==> src/rtl/ysyx_23060221_icache_pkg.sv <==
// Shared types and AXI constants for the direct-mapped instruction cache.
package ysyx_23060221_icache_pkg;

  typedef enum logic [2:0] {
    ST_IDLE,
    ST_LOOKUP,
    ST_MISS_AR,
    ST_MISS_R,
    ST_RESP
  } state_e;

  localparam logic [1:0] RESP_OKAY   = 2'b00;
  localparam logic [1:0] RESP_SLVERR = 2'b10;
  localparam logic [1:0] BURST_INCR  = 2'b01;
  localparam logic [2:0] SIZE_4B     = 3'b010;

  function automatic logic resp_is_err(input logic [1:0] resp);
    return resp != RESP_OKAY;
  endfunction

endpackage

==> src/rtl/ysyx_23060221_icache_array.sv <==
// Valid/tag/data storage: one registered read port, one word-write port,
// a tag+valid write and a whole-array flush of the valid bits.
module ysyx_23060221_icache_array #(
  parameter int NLINES     = 16,
  parameter int LINE_WORDS = 4,
  parameter int TAG_W      = 24
) (
  input  logic                          clk,
  input  logic                          rst,
  input  logic                          rd_en,
  input  logic [$clog2(NLINES)-1:0]     rd_idx,
  input  logic [$clog2(LINE_WORDS)-1:0] rd_word,
  output logic                          rd_valid,
  output logic [TAG_W-1:0]              rd_tag,
  output logic [31:0]                   rd_data,
  input  logic                          wr_en,
  input  logic [$clog2(NLINES)-1:0]     wr_idx,
  input  logic [$clog2(LINE_WORDS)-1:0] wr_word,
  input  logic [31:0]                   wr_data,
  input  logic                          tag_we,
  input  logic [TAG_W-1:0]              tag_wdata,
  input  logic                          tag_valid,
  input  logic                          flush
);

  logic [31:0]      data_mem [NLINES*LINE_WORDS];
  logic [TAG_W-1:0] tag_mem  [NLINES];
  logic [31:0]      rd_data_q;
  logic [TAG_W-1:0] rd_tag_q;
  logic [NLINES-1:0] valid_q, valid_d;
  logic             rd_valid_q, rd_valid_d;

  // Data and tag RAMs carry no reset so they map onto block RAM.
  always_ff @(posedge clk) begin
    if (wr_en) data_mem[{wr_idx, wr_word}] <= wr_data;
    if (rd_en) rd_data_q <= data_mem[{rd_idx, rd_word}];
  end

  always_ff @(posedge clk) begin
    if (tag_we) tag_mem[wr_idx] <= tag_wdata;
    if (rd_en)  rd_tag_q <= tag_mem[rd_idx];
  end

  // Flush wins over a same-cycle tag write, and the read sees the post-edge view.
  always_comb begin
    valid_d = valid_q;
    if (tag_we) valid_d[wr_idx] = tag_valid;
    if (flush)  valid_d = '0;
    rd_valid_d = rd_valid_q;
    if (rd_en)      rd_valid_d = valid_d[rd_idx];
    else if (flush) rd_valid_d = 1'b0;
  end

  always_ff @(posedge clk or posedge rst) begin
    if (rst) begin
      valid_q    <= '0;
      rd_valid_q <= 1'b0;
    end else begin
      valid_q    <= valid_d;
      rd_valid_q <= rd_valid_d;
    end
  end

  assign rd_valid = rd_valid_q;
  assign rd_tag   = rd_tag_q;
  assign rd_data  = rd_data_q;

endmodule

==> src/rtl/ysyx_23060221_icache.sv <==
// Direct-mapped blocking instruction cache between the IFU (AXI slave side)
// and memory (AXI master side, INCR burst line refills).
module ysyx_23060221_icache
  import ysyx_23060221_icache_pkg::*;
#(
  parameter int NLINES     = 16,
  parameter int LINE_WORDS = 4
) (
  input  logic        clk,
  input  logic        rst,
  input  logic        s_arvalid,
  output logic        s_arready,
  input  logic [31:0] s_araddr,
  output logic        s_rvalid,
  input  logic        s_rready,
  output logic [31:0] s_rdata,
  output logic [1:0]  s_rresp,
  output logic        s_rlast,
  output logic        m_arvalid,
  input  logic        m_arready,
  output logic [31:0] m_araddr,
  output logic [7:0]  m_arlen,
  output logic [2:0]  m_arsize,
  output logic [1:0]  m_arburst,
  input  logic        m_rvalid,
  output logic        m_rready,
  input  logic [31:0] m_rdata,
  input  logic [1:0]  m_rresp,
  input  logic        m_rlast,
  input  logic        fence_i
);

  localparam int OFF_W  = $clog2(LINE_WORDS * 4);
  localparam int IDX_W  = $clog2(NLINES);
  localparam int WORD_W = $clog2(LINE_WORDS);
  localparam int TAG_W  = 32 - OFF_W - IDX_W;

  state_e            state_q, state_d;
  logic [31:0]       addr_q, addr_d;
  logic [31:0]       rdata_q, rdata_d;
  logic [1:0]        resp_q, resp_d;
  logic [WORD_W-1:0] beat_q, beat_d;
  logic              err_q, err_d;
  logic              fence_seen_q, fence_seen_d;

  logic [IDX_W-1:0]  req_idx;
  logic [TAG_W-1:0]  req_tag;
  logic [WORD_W-1:0] req_word;
  logic              unused_addr_bits;

  logic              rd_en, rd_valid, wr_en, tag_we, tag_valid;
  logic [TAG_W-1:0]  rd_tag;
  logic [31:0]       rd_data;

  assign req_idx          = addr_q[OFF_W +: IDX_W];
  assign req_tag          = addr_q[31 -: TAG_W];
  assign req_word         = addr_q[2 +: WORD_W];
  assign unused_addr_bits = ^addr_q[1:0];

  ysyx_23060221_icache_array #(
    .NLINES     (NLINES),
    .LINE_WORDS (LINE_WORDS),
    .TAG_W      (TAG_W)
  ) u_array (
    .clk       (clk),
    .rst       (rst),
    .rd_en     (rd_en),
    .rd_idx    (s_araddr[OFF_W +: IDX_W]),
    .rd_word   (s_araddr[2 +: WORD_W]),
    .rd_valid  (rd_valid),
    .rd_tag    (rd_tag),
    .rd_data   (rd_data),
    .wr_en     (wr_en),
    .wr_idx    (req_idx),
    .wr_word   (beat_q),
    .wr_data   (m_rdata),
    .tag_we    (tag_we),
    .tag_wdata (req_tag),
    .tag_valid (tag_valid),
    .flush     (fence_i)
  );

  always_comb begin
    state_d      = state_q;
    addr_d       = addr_q;
    rdata_d      = rdata_q;
    resp_d       = resp_q;
    beat_d       = beat_q;
    err_d        = err_q;
    fence_seen_d = fence_seen_q | fence_i;
    s_arready    = 1'b0;
    s_rvalid     = 1'b0;
    m_arvalid    = 1'b0;
    m_rready     = 1'b0;
    rd_en        = 1'b0;
    wr_en        = 1'b0;
    tag_we       = 1'b0;
    tag_valid    = 1'b0;
    case (state_q)
      ST_IDLE: begin
        s_arready = 1'b1;
        // The array read is launched with the handshake so LOOKUP sees it.
        if (s_arvalid) begin
          addr_d  = s_araddr;
          rd_en   = 1'b1;
          state_d = ST_LOOKUP;
        end
      end
      ST_LOOKUP: begin
        if (rd_valid && (rd_tag == req_tag)) begin
          rdata_d = rd_data;
          resp_d  = RESP_OKAY;
          state_d = ST_RESP;
        end else begin
          beat_d       = '0;
          err_d        = 1'b0;
          fence_seen_d = 1'b0;
          state_d      = ST_MISS_AR;
        end
      end
      ST_MISS_AR: begin
        m_arvalid = 1'b1;
        if (m_arready) state_d = ST_MISS_R;
      end
      ST_MISS_R: begin
        m_rready = 1'b1;
        if (m_rvalid) begin
          wr_en  = 1'b1;
          beat_d = beat_q + 1'b1;
          err_d  = err_q | resp_is_err(m_rresp);
          if (beat_q == req_word) rdata_d = m_rdata;
          // A fence anywhere in the burst, including this beat, keeps the line invalid.
          if (m_rlast) begin
            tag_we    = 1'b1;
            tag_valid = !err_d && !fence_seen_d;
            resp_d    = err_d ? RESP_SLVERR : RESP_OKAY;
            state_d   = ST_RESP;
          end
        end
      end
      ST_RESP: begin
        s_rvalid = 1'b1;
        if (s_rready) state_d = ST_IDLE;
      end
      default: state_d = ST_IDLE;
    endcase
  end

  always_ff @(posedge clk or posedge rst) begin
    if (rst) begin
      state_q      <= ST_IDLE;
      addr_q       <= '0;
      rdata_q      <= '0;
      resp_q       <= RESP_OKAY;
      beat_q       <= '0;
      err_q        <= 1'b0;
      fence_seen_q <= 1'b0;
    end else begin
      state_q      <= state_d;
      addr_q       <= addr_d;
      rdata_q      <= rdata_d;
      resp_q       <= resp_d;
      beat_q       <= beat_d;
      err_q        <= err_d;
      fence_seen_q <= fence_seen_d;
    end
  end

  assign s_rdata   = rdata_q;
  assign s_rresp   = resp_q;
  assign s_rlast   = 1'b1;
  assign m_araddr  = {addr_q[31:OFF_W], {OFF_W{1'b0}}};
  assign m_arlen   = 8'(LINE_WORDS - 1);
  assign m_arsize  = SIZE_4B;
  assign m_arburst = BURST_INCR;

endmodule

==> config.mk <==
export PLATFORM = sky130hd
export DESIGN_NAME = ysyx_23060221_icache
export DESIGN_NICKNAME = d
export VERILOG_FILES = /design/src/rtl/ysyx_23060221_icache_pkg.sv /design/src/rtl/ysyx_23060221_icache_array.sv /design/src/rtl/ysyx_23060221_icache.sv
export SDC_FILE = /design/constraint.sdc
export NUM_CORES = 2
export LEC_CHECK = 0
export BUFFER_PORTS_ARGS = -buffer_cell sky130_fd_sc_hd__buf_2
export CAP_MARGIN = 15
export CORE_ASPECT_RATIO = 1.5
export CORE_MARGIN = 2
export CORE_UTILIZATION = 54
export DETAILED_ROUTE_END_ITERATION = 7
export MAX_ROUTING_LAYER = met4
export PLACE_DENSITY = 0.7
export SLEW_MARGIN = 10
export SYNTH_ARGS = -nofsm -noshare
export SYNTH_HDL_FRONTEND = slang
export SYNTH_HIERARCHICAL = 1
export SYNTH_SLANG_ARGS = --single-unit
==> constraint.sdc <==
create_clock -name clk -period 4 [get_ports clk]
set_input_delay 0.6 -clock clk [delete_from_list [all_inputs] [get_ports clk]]
set_output_delay 0.6 -clock clk [all_outputs]
set_load 0.01 [all_outputs]
==> flow_metrics.env <==
export IMPL_status="complete, no violations"
export IMPL_drt_wirelength_per_cell_um=33.77
export IMPL_end_kind="register"
export IMPL_die_y_um=528.7
export IMPL_grtUsageMet3=0.03786
export IMPL_skew_ns=0.04260
export IMPL_synth_area_um2=99090
export IMPL_dpl_worst_slack_ns=0.5931
export IMPL_grt_pass1_wl_um=343100
export IMPL_gp_congestion=0.8753
export IMPL_required_ns=4.69
export IMPL_crit_type="reg2reg"
export IMPL_peakVddDrop_mv=0.4232
export IMPL_cp_data_arrival_time_ns=3.98
export IMPL_insertion_delay_ns=0.86
export IMPL_drcViolationCount=0
export IMPL_coreArea_um2=182300
export IMPL_final_area_um2=111900
export IMPL_fmax_mhz=304.4
export IMPL_netlist_area_leader_share=0.7539
export IMPL_synth_edf_count=2488
export IMPL_layout_setup_ws_ns=0.7149
export IMPL_p_leak_nw=34.96
export IMPL_antenna_left=0
export IMPL_cts_sinks=2575
export IMPL_clockBufferDepth=4
export IMPL_synth_area_leader_cell="edfxtp_1"
export IMPL_crit_buf_inv=3
export IMPL_dominantRegCellSynth="edfxtp_1"
export IMPL_hold_viol=0
export IMPL_start_kind="register"
export IMPL_synthAdderAreaFrac=0
export IMPL_synth_avg_cell_area_um2=23.89
export IMPL_die_area_um2=187000
export IMPL_grt_overflow_total=0
export IMPL_grt_pass1_vias=47050
export IMPL_seqCellArea_um2=76890
export IMPL_multi_input_area_um2=21220
export IMPL_fillerInstances=12060
export IMPL_tns_ns=0
export IMPL_num_rows=192
export IMPL_pin_count=158
export IMPL_die_width_um=353.8
export IMPL_grt_max_degree=80
export IMPL_dp_hpwl_um=137100
export IMPL_clk_pin_slew_ns=0.07
export IMPL_ys_ff_latch=2575
export IMPL_synthSimpleGateAreaFrac=0.01428
export IMPL_cts_resized=0
export IMPL_htreeDepth=4
export IMPL_initial_core_util=0.5435
export IMPL_grt_use_total=0.2673
export IMPL_antenna_found_initial=9
export IMPL_fin_crit_sh=0.8213
export IMPL_power_density_nw_per_um2=517.1
export IMPL_cpMaxStageDelayCell="dfrtp_1"
export IMPL_port_buffer_count=136
export IMPL_yosysUniqueCellTypes=57
export IMPL_yosysSeqAreaShare=0.7759
export IMPL_grtUsageMet2=0.4515
export IMPL_ys_warnings_count=6
export IMPL_gr_usage_met1=0.3319
export IMPL_worstMarginPinSlew_ns=1.224
export IMPL_numCtsBuffers=220
export IMPL_critPathTopFamily="simple AND/OR/NAND/NOR gates"
export IMPL_drv_cap=0
export IMPL_max_stage_delay_ns=0.42
export IMPL_crit_chain="nand2b_4 -> or2_1 -> inv_1 -> nand2_1 -> inv_1 -> nand2_1 -> nor2_4 -> buf_4 -> mux2i_1 -> nor2_1 -> nor4_1 -> a311oi_1"
export IMPL_viasPerCell=6.484
export IMPL_synth_top_family_by_area="multiplexers"
export IMPL_routed_wl_um=240900
export IMPL_hold_class="in2reg"
export IMPL_critPathMaxFanout=13
export IMPL_clock_root_buffer="clkbuf_16"
export IMPL_vias=46250
export IMPL_slew_headroom=0.1813
export IMPL_synth_compound_area_frac=0.01321
export IMPL_rsz0062_at_grt="no"
export IMPL_placed_cell_area_um2=104500
export IMPL_drt_pass1_iter_count=5
export IMPL_synth_area_top_cells="edfxtp_1 (75%), mux4_2 (17%), dfrtp_1 (2.2%), nor2_1 (0.54%), buf_6 (0.45%)"
export IMPL_areaGrowthSynthToFinish_pct=12.89
export IMPL_setup_viol=0
export IMPL_cts_tree="built"
export IMPL_synthMuxAreaShare=0.1775
export IMPL_drive_gt1_frac=0.3493
export IMPL_nNetsFinal=4603
export IMPL_synth_xor_area_frac=0.002298
export IMPL_synthArstFlopShare=0.03379
export IMPL_period_minus_slack_ns=3.285
export IMPL_syn_inst=4148
export IMPL_grt_busiest_layer="met2"
export IMPL_maxSlewViolCount=0
export IMPL_drtIter0Drc=5379
## cell families after synthesis
group	count (synthesis)
DFF	2575
muxes	803
and+or+nand+nor	296
buffers and inverters	284
AOI/OAI and AO/OA	162
xor gates and xnor gates	26
other	2
## cells in the mapped netlist, types with 3 or more instances
cell type / number
edfxtp_1: 2488
mux4_2: 760
nor2_1: 143
clkbuf_1: 92
dfrtp_1: 87
buf_2: 62
buf_4: 58
nand2_1: 51
a22oi_1: 42
buf_6: 40
a211oi_1: 39
mux2_2: 30
nor2_2: 30
a211oi_2: 29
buf_1: 21
o22ai_1: 17
mux2i_1: 13
nor2b_1: 13
xnor2_1: 13
xor2_1: 13
inv_1: 11
nand3_1: 10
a21oi_1: 8
nand4_1: 8
o21ai_0: 8
nor3_1: 6
nand2b_1: 5
nor4_1: 5
a31oi_1: 4
a31o_2: 3
and2_1: 3
nand3b_1: 3
o211ai_1: 3
## routing by layer
metal  up-vias  part of all wire
li1      18410                 -
met1     25010              0.36
met2      2324              0.53
met3       518             0.076
met4         0             0.042
met5         -                 0
## placed cells by master (no fill, tap or decap), types with 5 or more instances in the layout
master         Yosys  layout
a211oi_1          39      39
a211oi_2          29      29
a21oi_1            8       8
a22oi_1           42      42
buf_12             0      73
buf_2             62     129
buf_4             58     184
bufinv_16          0      18
clkbuf_1          92      48
clkbuf_16          0     222
clkinv_1           0      43
clkinv_2           0      40
clkinvlp_4         0      13
conb_1             2      19
dfrtp_1           87      87
diode_2            0       8
dlygate4sd3_1      0      25
edfxtp_1        2488    2488
inv_1             11       9
mux2_2            30      30
mux2i_1           13      13
mux4_2           760     760
nand2_1           51      51
nand3_1           10      10
nand4_1            8       8
nor2_1           143      64
nor2_2            30      30
nor2_4             1      80
nor2b_1           13      11
nor3_1             6       6
nor4_1             5       5
o21ai_0            8       8
o22ai_1           17      17
xnor2_1           13      13
xor2_1            13      13
## path summary, 6_finish.rpt
path	start	slack (ns)	endpoint	cells past startpoint
max in group asynchronous	rst	2.58	s_rdata[13]$_DFFE_PP0P_	4
min reg2reg	err_q$_DFFE_PP0P_	0.51	err_q$_DFFE_PP0P_	1
min in group asynchronous	rst	0.49	u_array/valid_q[15]$_DFF_PP0_	3
min	s_araddr[19]	0.04	addr_q[19]$_DFFE_PP0P_	2
max reg2reg	state_q[2]$_DFFE_PP0P_	0.71	u_array/rd_valid$_DFFE_PP0P_	12
max	state_q[2]$_DFFE_PP0P_	0.71	u_array/rd_valid$_DFFE_PP0P_	12
## sequential cells by signal, summed over array words and instances, names as in the netlist
register,count
u_array/valid_q,16
addr_q,30
err_q,1
u_array/rd_data,32
u_array/rd_valid,1
s_rdata,32
u_array/rd_tag,24
u_array/data_mem,2048
u_array/tag_mem,384
beat_q,2
state_q,3
fence_seen_q,1
s_rresp,1
## repair_timing
| item | in CTS | in global routing |
|---|---|---|
| hold buffers | 25 | 0 |
| endpoints found under the hold margin | 84 | 0 |
| setup buffers | 0 | 0 |
## power by group
group	leakage [nW]	switching, W	total, W	internal [W]
clock	3.33	0.00926	0.0207	0.0114
sequential	23.4	0.000954	0.0319	0.0309
combinational	8.20	0.00327	0.00528	0.00201
total	35.0	0.0135	0.0578	0.0444
## metrics by stage
step | std cells | total power, W | hold slack (ns) | utilization
floorplan | 4165 | 0.03516 | 0.4520 | -
global placement | 6696 | 0.03756 | 0.4794 | 0.5732
detailed placement | 6696 | 0.03772 | 0.5077 | 0.5732
CTS | 7115 | 0.05812 | 0.00008504 | 0.6122
global route | 7132 | 0.05947 | 0.01310 | 0.6135
finish | 7134 | 0.05784 | 0.03940 | 0.6135
## cell type report
cell class / instances / area share
Sequential cell: 2575 / 0.6873
Multi-Input combinational cell: 1306 / 0.1897
Clock buffer: 274 / 0.05176
Timing Repair Buffer: 415 / 0.03392
Tap cell: 2425 / 0.02712
Clock inverter: 120 / 0.009507
Inverter: 11 / 0.0004474
Antenna cell: 8 / 0.0001790
Note: power is estimated with default switching activity, not from simulation.
